## config.mk

```make
export PLATFORM = sky130hd
export DESIGN_NAME = uart_wb_master_flat
export DESIGN_NICKNAME = d
export VERILOG_FILES = /design/src/rtl/uart_pkg.sv /design/src/rtl/uart_wb_master_if.sv /design/src/rtl/uart_wb_master_wb_cycle_ctl.sv /design/src/rtl/uart_wb_master.sv /design/src/flat_wrapper.sv
export SDC_FILE = /design/constraint.sdc
export NUM_CORES = 1
export LEC_CHECK = 0
export BUFFER_PORTS_ARGS = -buffer_cell sky130_fd_sc_hd__buf_4
export CAP_MARGIN = 20
export CORE_AREA = 2 2 83 85
export DETAILED_ROUTE_END_ITERATION = 16
export DIE_AREA = 0 0 85 87
export SKIP_LAST_GASP = 1
export SYNTH_ARGS = -nofsm -noshare
export SYNTH_HDL_FRONTEND = slang
export SYNTH_SLANG_ARGS = --single-unit
```

## constraint.sdc

```tcl
create_clock -name clk -period 1.8 [get_ports clk]
set_clock_uncertainty 0.2 [all_clocks]
set_input_delay 0.36 -clock clk [delete_from_list [all_inputs] [get_ports clk]]
set_output_delay 0.36 -clock clk [all_outputs]
set_load 0.005 [all_outputs]
```

## src/rtl/uart_pkg.sv

```systemverilog
// uart_pkg: shared definitions for the UART register port.
//   - register address map (TX data, status, RX data)
//   - status register bit indices
//   - state encoding of the poll/decide bus-master FSM
package uart_pkg;

   localparam logic [1:0] UART_ADDR_TX     = 2'd0;
   localparam logic [1:0] UART_ADDR_STATUS = 2'd1;
   localparam logic [1:0] UART_ADDR_RX     = 2'd2;

   localparam int unsigned ST_TX_BUSY  = 0;
   localparam int unsigned ST_RX_AVAIL = 1;

   typedef enum logic [2:0] {
      IDLE,
      POLL,
      DECIDE,
      TX_WR,
      RX_RD,
      GAP
   } state_t;

endpackage

```

## src/rtl/uart_wb_master_if.sv

```systemverilog
// uart_wb_master_if: Wishbone-style register bus between the bus master and
// the UART core.
//   wb_addr     master->slave  register address
//   wb_data_out master->slave  write data
//   wb_data_in  slave->master  read data
//   wb_we       master->slave  1 = write, 0 = read
//   wb_stb      master->slave  cycle strobe
//   wb_ack      slave->master  acknowledge
interface uart_wb_master_if;
   logic [1:0] wb_addr;
   logic [7:0] wb_data_out;
   logic [7:0] wb_data_in;
   logic       wb_we;
   logic       wb_stb;
   logic       wb_ack;

   modport master (
      output wb_addr, wb_data_out, wb_we, wb_stb,
      input  wb_data_in, wb_ack
   );

   modport slave (
      input  wb_addr, wb_data_out, wb_we, wb_stb,
      output wb_data_in, wb_ack
   );
endinterface

```

## src/rtl/uart_wb_master_wb_cycle_ctl.sv

```systemverilog
// wb_cycle_ctl: runs one bus transaction at a time.
//   clk, reset : bus clock, synchronous active-high reset
//   start      : launch a transaction this edge (addr/we/data sampled)
//   addr/we/data : transaction request
//   done       : ack sampled this cycle (combinational, strobe qualified)
//   rdata      : read data, valid while done is high
//   timeout    : ACK_TIMEOUT strobe cycles elapsed without ack
//   wb         : bus master port
module wb_cycle_ctl
   import uart_pkg::*;
#(
   parameter int unsigned ACK_TIMEOUT = 15
) (
   input  logic             clk,
   input  logic             reset,
   input  logic             start,
   input  logic [1:0]       addr,
   input  logic             we,
   input  logic [7:0]       data,
   output logic             done,
   output logic [7:0]       rdata,
   output logic             timeout,
   uart_wb_master_if.master wb
);

   logic [7:0] wait_cnt;

   // An ack with the strobe low is not part of any cycle and is ignored.
   assign done    = wb.wb_stb && wb.wb_ack;
   assign rdata   = wb.wb_data_in;
   // Counter is 0 in the first strobe cycle, so the strobe stays up exactly
   // ACK_TIMEOUT cycles. An ack in the final cycle wins over the timeout.
   assign timeout = wb.wb_stb && !wb.wb_ack && (wait_cnt == 8'(ACK_TIMEOUT - 1));

   always_ff @(posedge clk) begin
      if (reset) begin
         wb.wb_stb      <= 1'b0;
         wb.wb_we       <= 1'b0;
         wb.wb_addr     <= '0;
         wb.wb_data_out <= '0;
         wait_cnt       <= '0;
      end else if (start) begin
         wb.wb_stb  <= 1'b1;
         wb.wb_addr <= addr;
         wb.wb_we   <= we;
         wait_cnt   <= '0;
         if (we) begin
            wb.wb_data_out <= data;
         end
      end else if (done || timeout) begin
         wb.wb_stb <= 1'b0;
         wb.wb_we  <= 1'b0;
      end else if (wb.wb_stb) begin
         wait_cnt <= wait_cnt + 8'd1;
      end
   end

endmodule

```

## src/rtl/uart_wb_master.sv

```systemverilog
// uart_wb_master: polls the UART status register, writes bytes from the TX
// stream into TX_DATA and forwards bytes read from RX_DATA as pulses.
//   clk, reset  : bus clock, synchronous active-high reset
//   tx_data/tx_valid/tx_ready : byte stream in; tx_ready pulses on write ack
//   rx_data/rx_valid          : received byte and its one-cycle pulse
//   timeout_err : one-cycle pulse when a bus cycle is abandoned
//   wb          : register bus master port
module uart_wb_master
   import uart_pkg::*;
#(
   parameter int unsigned ACK_TIMEOUT = 15,
   parameter int unsigned POLL_GAP    = 4
) (
   input  logic             clk,
   input  logic             reset,
   input  logic [7:0]       tx_data,
   input  logic             tx_valid,
   output logic             tx_ready,
   output logic [7:0]       rx_data,
   output logic             rx_valid,
   output logic             timeout_err,
   uart_wb_master_if.master wb
);

   state_t     state, state_next;
   logic [1:0] status_q;
   logic [7:0] gap_cnt;
   logic       start;
   logic [1:0] bus_addr;
   logic       bus_we;
   logic       done;
   logic       timeout;
   logic [7:0] rdata;

   wb_cycle_ctl #(
      .ACK_TIMEOUT(ACK_TIMEOUT)
   ) u_cycle (
      .clk     (clk),
      .reset   (reset),
      .start   (start),
      .addr    (bus_addr),
      .we      (bus_we),
      .data    (tx_data),
      .done    (done),
      .rdata   (rdata),
      .timeout (timeout),
      .wb      (wb)
   );

   always_ff @(posedge clk) begin
      if (reset) begin
         state       <= IDLE;
         status_q    <= '0;
         gap_cnt     <= '0;
         rx_data     <= '0;
         tx_ready    <= 1'b0;
         rx_valid    <= 1'b0;
         timeout_err <= 1'b0;
      end else begin
         state       <= state_next;
         gap_cnt     <= (state == GAP) ? gap_cnt + 8'd1 : '0;
         tx_ready    <= (state == TX_WR) && done;
         rx_valid    <= (state == RX_RD) && done;
         timeout_err <= timeout;
         if (state == POLL && done) begin
            status_q[ST_TX_BUSY]  <= rdata[ST_TX_BUSY];
            status_q[ST_RX_AVAIL] <= rdata[ST_RX_AVAIL];
         end
         if (state == RX_RD && done) begin
            rx_data <= rdata;
         end
      end
   end

   // start is raised on the transition into a bus state so the strobe comes
   // up on the same edge that enters that state.
   always_comb begin
      state_next = state;
      start      = 1'b0;
      bus_addr   = UART_ADDR_STATUS;
      bus_we     = 1'b0;
      unique case (state)
         IDLE: begin
            state_next = POLL;
            start      = 1'b1;
         end
         POLL: begin
            if (done) begin
               state_next = DECIDE;
            end else if (timeout) begin
               state_next = GAP;
            end
         end
         DECIDE: begin
            if (status_q[ST_RX_AVAIL]) begin
               state_next = RX_RD;
               start      = 1'b1;
               bus_addr   = UART_ADDR_RX;
            end else if (tx_valid && !status_q[ST_TX_BUSY]) begin
               state_next = TX_WR;
               start      = 1'b1;
               bus_addr   = UART_ADDR_TX;
               bus_we     = 1'b1;
            end else begin
               state_next = GAP;
            end
         end
         TX_WR, RX_RD: begin
            if (done || timeout) begin
               state_next = GAP;
            end
         end
         GAP: begin
            if (gap_cnt == 8'(POLL_GAP)) begin
               state_next = POLL;
               start      = 1'b1;
            end
         end
         default: state_next = IDLE;
      endcase
   end

endmodule

```

## src/flat_wrapper.sv

```systemverilog
// flat-port wrapper written by rule: the top's interface ports become plain ports
module uart_wb_master_flat import uart_pkg::*;
#(
   parameter int unsigned ACK_TIMEOUT = 15,
   parameter int unsigned POLL_GAP    = 4
)
  (clk, reset, tx_data, tx_valid, tx_ready, rx_data, rx_valid, timeout_err, wb_wb_addr, wb_wb_data_out, wb_wb_we, wb_wb_stb, wb_wb_data_in, wb_wb_ack);
  uart_wb_master_if wb_i ();
  input  logic clk;
  input  logic reset;
  input  logic [7:0] tx_data;
  input  logic tx_valid;
  output logic tx_ready;
  output logic [7:0] rx_data;
  output logic rx_valid;
  output logic timeout_err;
  output wire logic [$bits(wb_i.wb_addr)-1:0] wb_wb_addr;
  output wire logic [$bits(wb_i.wb_data_out)-1:0] wb_wb_data_out;
  output wire logic [$bits(wb_i.wb_we)-1:0] wb_wb_we;
  output wire logic [$bits(wb_i.wb_stb)-1:0] wb_wb_stb;
  input wire logic [$bits(wb_i.wb_data_in)-1:0] wb_wb_data_in;
  input wire logic [$bits(wb_i.wb_ack)-1:0] wb_wb_ack;
  assign wb_wb_addr = wb_i.wb_addr;
  assign wb_wb_data_out = wb_i.wb_data_out;
  assign wb_wb_we = wb_i.wb_we;
  assign wb_wb_stb = wb_i.wb_stb;
  assign wb_i.wb_data_in = wb_wb_data_in;
  assign wb_i.wb_ack = wb_wb_ack;
  uart_wb_master #(.ACK_TIMEOUT(ACK_TIMEOUT), .POLL_GAP(POLL_GAP)) u_core (.clk(clk), .reset(reset), .tx_data(tx_data), .tx_valid(tx_valid), .tx_ready(tx_ready), .rx_data(rx_data), .rx_valid(rx_valid), .timeout_err(timeout_err), .wb(wb_i));
endmodule
```

* Word-level counts from Yosys, hierarchy flattened
Index checks and enable logic that the tools add are counted.
** Word-level totals
- Output and inout bits :: 23
- Logic and storage cells :: 63
- Input bits :: 20
- Bits in registers :: 44
** Operators by class
- $add $sub $neg :: 2
- Bitwise logic cells :: 2
- Multiplexer cells :: 19
- Eq/ne operators :: 10
- Reduce and logical (&&, ||, !) cells :: 18
** Operators with widths (count)
- 2-to-1 mux 3 bit :: 6
- adder 8 x 1 -> 8 bit, second input constant :: 2
- one-hot mux 3 bit (5 select lines) :: 1
- 2-to-1 mux 1 bit :: 9
- == test 8 x 3 -> 1 bit, second input constant :: 1
- == test 8 x 4 -> 1 bit, second input constant :: 1
- logical AND 1 bit :: 7
- == test 3 x 2 -> 1 bit, second input constant :: 2
- == test 3 bit, second input constant :: 2
- OR reduction 2 bit :: 3
- 2-to-1 mux 2 bit :: 2
- AND reduction 2 bit :: 2
- == test 3 x 1 -> 1 bit, second input constant :: 1
- logical NOT 3 bit :: 1
- != test 3 x 1 -> 1 bit, second input constant :: 1
- one-hot mux 1 bit (3 select lines) :: 1
- AND reduction 3 bit :: 1
- logical NOT 1 bit :: 2
- != test 2 x 1 -> 1 bit, second input constant :: 1
- != test 2 bit, second input constant :: 1
- NOT 1 bit :: 2
- nonzero test 2 bit :: 1
- logical OR 1 bit :: 1

* Logic depth before layout (Yosys ltp)
Gate-level depths: netlist of run 1.
- Depth in word-level cells :: 6
- Depth in mapped cells :: 7
- Gate-level depth less buffers :: 6

* Hierarchy
A second synthesis of run 1 with hierarchy kept.
** Second synthesis, totals
- Cells, all modules :: 235
- Area total of the unflattened synthesis :: 1993.2 um^2
** Modules (own cells, without submodules)
- uart_wb_master :: instances 1, sequential area each 480.5 um^2, area each 1071.0 um^2, cells an instance 128
- wb_cycle_ctl :: instances 1, sequential area each 400.4 um^2, area each 922.1 um^2, cells an instance 107

* Least setup slack after synthesis of run 1
No wires, ideal clock.
- Path kind :: register -> register
- From :: register u_core.gap_cnt[0]
- To :: register u_core.u_cycle.wb.wb_we
- Stages on the path, launching flop included :: 8
- Required time :: 1.511 ns
- Path buffers :: 1
- Slack :: -0.184 ns
- Data arrival time :: 1.695 ns
- Setup time :: 0.089 ns
- Clock period less this slack :: 1.984 ns
- Cell sequence :: dfxtp_1 -> inv_1 -> ha_1 -> or4bb_1 -> nor3_2 -> or4_1 -> buf_4 -> o32ai_4
** On the way
- Longest elaborated chain between the ends :: 4
- Elaborated cells between the ends (all ways) :: 5
- Those cells by class :: 1 x eq/ne; 3 x mux; 1 x reduce/logical
** RTL lines
- start: declaration :: RTL line uart_wb_master.sv:27 : logic [7:0] gap_cnt;
- start signal: assignment :: RTL line uart_wb_master.sv:61 : gap_cnt <= (state == GAP) ? gap_cnt + 8'd1 : '0;
- == test 8 x 3 -> 1 bit (*) :: RTL line uart_wb_master.sv:114 : if (gap_cnt == 8'(POLL_GAP)) begin
- 2-to-1 mux 1 bit (*) :: RTL line uart_wb_master.sv:114
- one-hot mux 1 bit (3 select lines) (*) :: RTL line uart_wb_master.sv:82 : unique case (state)
- 2-to-1 mux 1 bit / nonzero test 2 bit (equally long branches)
- end signal: assignment :: RTL line uart_wb_master_wb_cycle_ctl.sv:45 : wb.wb_we <= we;
- end: declaration :: RTL line uart_wb_master_if.sv:18 : output wb_addr, wb_data_out, wb_we, wb_stb,
Every way passes the cells marked *; elsewhere a longest branch is shown, timed or not.
A chain may end at the register's enable or synchronous reset.

* Worst setup path in the final report of run 1
- From :: register u_core.gap_cnt[1]
- To :: register u_core.u_cycle.wb.wb_we
The elaborated chain is that of the path after synthesis.

==> results of run 1 <==
==> flip-flops by register name, summed over array words and instances (netlist names) <==
register	count
u_core.gap_cnt	8
u_core.rx_data	8
u_core.rx_valid	1
u_core.state	3
u_core.status_q	2
u_core.timeout_err	1
u_core.tx_ready	1
u_core.u_cycle.wait_cnt	8
u_core.u_cycle.wb.wb_addr	2
u_core.u_cycle.wb.wb_data_out	8
u_core.u_cycle.wb.wb_stb	1
u_core.u_cycle.wb.wb_we	1
==> how the worst min path moves through the flow <==
stage / slack [ns] / endpoint / cells past startpoint
6_report: 0.09 / u_core.rx_data[5] / 3
5_1_grt: 0.09 / u_core.rx_data[5] / 3
4_1_cts: 0.08 / u_core.rx_data[5] / 3
3_5_place_dp: 0.26 / u_core.u_cycle.wb.wb_addr[1] / 2
3_3_place_gp: 0.26 / u_core.u_cycle.wb.wb_addr[1] / 2
2_1_floorplan: 0.24 / u_core.gap_cnt[0] / 1
==> metal layers <==
| metal | routed length (um) | global-route usage [%] |
|---|---|---|
| met5 | 0 | 0 |
| met2 | 2010 | 19.0 |
| met3 | 266 | 3.51 |
| met4 | 40 | 4.33 |
| met1 | 1830 | 14.6 |
==> power by group through the flow <==
stage	registers [mW]	clock network (mW)	logic (mW)
2_1_floorplan	1.02	0	0.0921
3_3_place_gp	1.02	0	0.184
3_5_place_dp	1.03	0	0.187
4_1_cts	1.00	0.654	0.194
5_1_grt	1.01	0.692	0.219
6_report	1.00	0.620	0.201
==> cell usage in the layout (no fill, tap or decap), types with 3 or more instances in the layout <==
master / count
a21oi_1: 4
dfxtp_1: 40
nor2_1: 37
nand2_1: 6
and3_1: 4
nor3_1: 5
dfxtp_2: 4
xor2_1: 8
nand4_1: 3
clkbuf_8: 5
buf_4: 77
nand2b_1: 3
inv_1: 5
mux2i_1: 20
nand3_1: 6
inv_2: 3
==> timing repair <==
| action | in CTS | in global routing |
|---|---|---|
| setup endpoints to repair | 12 | 12 |
| pin swaps | 8 | 6 |
| resized for setup | 3 | 11 |
| setup buffers | 1 | 1 |
| hold buffers | 0 | 0 |
| gates cloned | 1 | 0 |
==> cells by family after synthesis <==
kind of cell | share of synthesized area (%)
simple gates | 23.5
flops | 46.3
mux | 10.5
buf+inv | 4.27
compound gates | 8.28
xor+xnor | 4.60
fa+ha+maj | 2.63
==> area by class of cell <==
| cell class | count | area [um2] |
|---|---|---|
| clock buffer | 5 | 68.8 |
| clock inverter | 3 | 23.8 |
| fill | 651 | 3840 |
| inverter | 8 | 30.0 |
| multi-input combinational | 134 | 1000 |
| sequential | 44 | 886 |
| tap | 80 | 100 |
| timing repair buffer | 80 | 621 |
==> metrics by stage <==
step	utilization (%)	setup TNS, ns	power [mW]	area [um2]	hold slack, ns
global route	41.5	-1.08	1.92	2730	0.0876
CTS	40.7	-0.856	1.85	2680	0.0802
detailed placement	39.0	-0.672	1.21	2560	0.261
finish	41.5	-0.367	1.82	2730	0.0910
global placement	39.0	-0.322	1.21	2560	0.259
floorplan	-	-0.197	1.11	1930	0.239
==> critical path: cells and delay by family, from the launching register on <==
kind                       cells  cell delay, ns
and+or+nand+nor                3            0.75
DFF                            1            0.34
buffers and inverters          2            0.19
AOI/OAI and AO/OA              1            0.18
adders and majority gates      1            0.16
==> impl_results.md, run 1 <==
- Outcome: finished with violations
- Failing checks: setup timing
- CP endpoint kind: register
- Yosys reg bits: between 40 and 50
- Ys Warns: 0
- Crit path from: u_core.gap_cnt[1]
- Critical path type: reg -> reg
- Unrepaired setup endpoints after global routing: yes
- HP Start: wb_wb_data_in[5]
- Net Sw Frac: between 20 and 25%
- R2R Path End: u_core.u_cycle.wb.wb_we
- Yosys top cell area share: between 40 and 50%
- Vias: approximately 1600
- Drt first pass iters: 4
- Net Sw Power: between 0.4 and 0.5 mW
- Final worst path period need: between 1.5 and 2 ns
- Layout area overhead: 43.3%
- Vias in the first global route: approximately 1600
- Critical Path RT: ~1.8 ns
- Post-Syn Instances: ~200
- Nets: a little under 300
- Pins Over Slew Limit: 0
- CP max FO: 5
- Slowest Stage Delay on Critical Path: approximately 0.50 ns
- Worst path cell trace: inv_2 -> ha_2 -> or4bb_4 -> nor3_4 -> or4_4 -> buf_6 -> o32ai_4
- Mapped cell area: ~0.0019 mm2
- Slew @ Worst Pin: around 0.41 ns
- First-pass GRT wire length: between 6000 and 7000 um
- Syn avg cell area: slightly below 10 um2
- Share of cells above drive strength 1: between 40 and 50%
- Setup crit end: u_core.u_cycle.wb.wb_we
- Pwr dens: 668 mW/mm2
- Fin cells: around 350
- Pre-CTS setup slack: -0.133 ns
- CTS tree: done
- Sequential element share of the synthesized area: about 46%
- Initial core utilization: between 20% and 30%
- Final period utilization: 106%
- Max_cap viols: 0
- GRT Total Usage: around an eighth
- IO Count: between 40 and 50
- Synth area leaders: dfxtp_1 (46%), mux2i_1 (11%), nor2_1 (7.9%)
- Worst slew margin: 72.6%
- Cts bufs inserted: 5
- Die W: between 80 and 90 um
- Clock network fraction of total power: roughly a third
- Reg power frac: around 55%
- Ant. Diodes: 0
- Rows: 30
- RD Place Congestion: approximately 0.84
- Detailed placement HPWL: slightly above 3000 um
- Post-synth EDFFs: 0
- Die Area: ~0.0074 mm2
- Yosys cell types: 42
- Syn Nets: 219
- Initial DRC count: between 50 and 60
- Top-count cell post-synth: dfxtp_1
- R2r setup slk: -0.11 ns
- Core area: ~0.0066 mm2
- Post-detailed-route count of antenna-violating nets: 0
- Startpoint types: register
- Max Fclk: 0.525 GHz
- P_int: ~1.4 mW
- PortBufs: 42
- Setup WS post-layout: -0.105 ns
- Reg2Reg Launch Point: u_core.gap_cnt[1]
- Cells on worst reg2reg path: 7
- DIE HEIGHT: 87 um
- Clk buf depth: 2
- Worst path arrival time: roughly 1.9 ns
- Gr ovfl total: 0
- Min-Delay Path Class: in -> reg
- Main synth FF type: dfxtp_1
- Antenna violations before repair: 0
- Peak supply drop: approximately 0.38 mV
- DRC Markers: 0
- Largest net degree at the start of global routing: 17
- Worst path slowest cell: or4_4
- Vias per std cell: between 4 and 5
- # setup viols final: 9
- Asr flop ratio synth: 0%
- Worst-skew pair later-pin latency: just under 0.3 ns
- Post-Route WL: just over 4000 um
- CTS sink cnt: 44
- DR WL/cell: 11.7 um
- Commonest cells in the netlist: dfxtp_1 (44), nor2_1 (40), mux2i_1 (20)
- Root Buffer: clkbuf_8
- Inst Count DP: 343
- Fin. Hold Viols: 0
- LEAKAGE: 1.25 nW
- H-tree lvl count: 2
- Clock Pin Slew Worst Setup and Hold Paths: around 0.09 ns
- Combinational Power Share: between 10% and 20%
- Top cell type by total area after synthesis: dfxtp_1
(Power assumes the default switching activity.)
==> inputs of run 2 (changes only) <==
==> constraint.sdc (replaced) <==
create_clock -name clk -period 2 [get_ports clk]
set_clock_uncertainty 0.2 [all_clocks]
set_input_delay 0.4 -clock clk [delete_from_list [all_inputs] [get_ports clk]]
set_output_delay 0.4 -clock clk [all_outputs]
set_load 0.005 [all_outputs]
==> impl_results.md, run 2 (synthesis gave the netlist of run 1 again) <==
- Outcome: finished with violations
- Failing checks: setup timing
- DIE HEIGHT: 87 um (unchanged)
- Clock network fraction of total power: 33.5% (-0.5 points)
- Vias in the first global route: 1443 (-8.5%)
- Pwr dens: 629 mW/mm2 (-5.9%)
- CTS tree: done
- Met3 Resource Use GR: 4.08% (+0.57 points)
- Reg power frac: 56.6% (+1.7 points)
- Worst path slowest cell: or4b_4
- Critical path type: reg -> reg
- DRC Markers: 0 (unchanged)
- Layout area overhead: 34.0%
- Ant. Diodes: 0 (unchanged)
- Antenna violations before repair: 0 (unchanged)
- H-tree lvl count: 2 (unchanged)
- Core area: 0.00657 mm2 (unchanged)
- CTS sink cnt: 44 (unchanged)
- Die W: 85 um (unchanged)
- GRT met2 Usage: 17.7% (-1.3 points)
- Initial core utilization: 29.0% (unchanged)
- Max Fclk: 0.500 GHz (-4.8%)
- Slew @ Worst Pin: 0.489 ns (+0.0789 ns)
- PortBufs: 42 (unchanged)
- Critical path buffers and inverters: 1 (-1)
- Combinational Power Share: 10.0% (-1.0 points)
- Global routing's busiest layer: met2
- # setup viols final: 1 (-8)
- IO Count: 43 (unchanged)
- Fin. Hold Viols: 0 (unchanged)
- RD Place Congestion: 0.827 (-1.1%)
- Initial DRC count: 51 (-7.3%)
- Vias: 1563 (-4.0%)
- P_int: 1.21 mW (-12%)
- Vias per std cell: 4.65 (+1.2%)
- Max_cap viols: 0 (unchanged)
- Net Sw Power: 0.389 mW (-13%)
- Clock Pin Slew Worst Setup and Hold Paths: 0.08 ns (about the same)
- Final period utilization: 100% (-5.8 points)
- Inst Count DP: 321 (-6.4%)
- Drt first pass iters: 4 (unchanged)
- Root Buffer: clkbuf_8
- Share of cells above drive strength 1: 35.2% (-5.4 points)
- Worst-skew pair later-pin latency: 0.30 ns (about the same)
- Largest net degree at the start of global routing: 29 (+12)
- Final worst path period need: 2.00 ns (+0.0951 ns)
- LEAKAGE: 1.15 nW (-8.0%)
- First-pass GRT wire length: 6530 um (-5.7%)
- Nets: 280 (-5.7%)
- CP endpoint kind: register
- Gr ovfl total: 0 (unchanged)
- Worst slew margin: 67.3% (-5.3 points)
- Post-detailed-route count of antenna-violating nets: 0 (unchanged)
- Critical Path RT: 1.99 ns (+0.18 ns)
- Slowest Stage Delay on Critical Path: 0.50 ns (about the same)
- Worst path top cell family by delay: simple AND/OR/NAND/NOR gates
- Unrepaired setup endpoints after global routing: yes
- Commonest cells after routing, fill and taps aside: buf_4 (61), dfxtp_1 (41), nor2_1 (39), mux2i_1 (20), xor2_1 (8)
- Rows: 30 (unchanged)
- Net Sw Frac: 24.3% (-0.29 points)
- Detailed placement HPWL: 2840 um (-7.8%)
- Commonest non-fill, non-tap cell in the layout: buf_4
- Cts bufs inserted: 5 (unchanged)
- Pins Over Slew Limit: 0 (unchanged)
- Grt met1 use: 13.7% (-0.88 points)
- Post-Route WL: 4030 um (-2.9%)
- Pre-CTS setup slack: 0.0296 ns (+0.162 ns)
- Worst path arrival time: 1.99 ns (+0.08 ns)
- Clk buf depth: 2 (unchanged)
- Min-Delay Path Class: in -> reg
- GRT Total Usage: 11.1% (-0.56 points)
- Worst path cell trace: inv_2 -> ha_4 -> or4b_4 -> o31ai_4 -> mux2i_1 -> nor2_1
- CP max FO: 4 (-1)
- Fin cells: 336 (-5.1%)
- DR WL/cell: 12.0 um (+2.3%)
- Setup WS post-layout: -0.000573 ns (+0.105 ns)
- Startpoint types: register
- Die Area: 0.00740 mm2 (unchanged)
- Peak supply drop: 0.366 mV (-2.8%)
## run 2: layout make-up
class                           count  area [um2]
Tap cell                           80         100
Sequential cell                    44         885
Inverter                            8        30.0
Clock buffer                        5        68.8
Fill cell                         658        4020
Timing Repair Buffer               63         474
Multi-Input combinational cell    134         981
Clock inverter                      2        12.5
## run 2: tightest hold or removal path, cell delays in order
cell and delay, ns:
buf_4 0.07, mux2i_1 0.05, nor2_1 0.07
## run 2: routing by layer
| metal | vias to the layer above | share of wire (%) |
|---|---|---|
| met2 | 40 | 45 |
| met5 | - | 0 |
| met4 | 0 | 2.3 |
| met3 | 9 | 5.7 |
| met1 | 722 | 47 |
| li1 | 792 | - |
## run 2: power groups by stage
| stage | registers, mW | logic (mW) | clock network [mW] |
|---|---|---|---|
| after floorplan | 0.919 | 0.0806 | 0 |
| after global placement | 0.927 | 0.137 | 0 |
| after detailed placement | 0.927 | 0.138 | 0 |
| after CTS | 0.906 | 0.138 | 0.560 |
| after global routing | 0.909 | 0.173 | 0.590 |
| final | 0.907 | 0.160 | 0.537 |
## run 2: repair_timing
action | 4_1_cts | 5_1_grt
hold buffers | 0 | 0
endpoints found under the setup margin | 0 | 8
resized for setup | 0 | 16
hold endpoints to repair | 0 | 0
buffers inserted | 0 | 7
## run 2: worst paths after layout
| kind | start | to | slack, ns | cells past startpoint |
|---|---|---|---|---|
| hold / removal | tx_data[3] | u_core.u_cycle.wb.wb_data_out[3] | 0.13 | 3 |
| hold reg to reg | u_core.u_cycle.wb.wb_addr[1] | u_core.u_cycle.wb.wb_addr[1] | 0.29 | 2 |
| setup / recovery | u_core.u_cycle.wait_cnt[0] | u_core.u_cycle.wait_cnt[1] | -0.0006 | 6 |
| setup reg to reg | u_core.u_cycle.wait_cnt[0] | u_core.u_cycle.wait_cnt[1] | -0.0006 | 6 |
## run 2: metrics by stage
step	hold slack [ns]	instance area, um2	power (mW)	TNS [ns]	utilization [%]
finish	0.129	2550	1.60	-0.000573	38.8
global route	0.133	2550	1.67	-0.121	38.8
CTS	0.121	2450	1.60	0	37.3
detailed placement	0.283	2370	1.06	0	36.0
global placement	0.268	2370	1.06	0	36.0
floorplan	0.249	1900	1.00	0	-
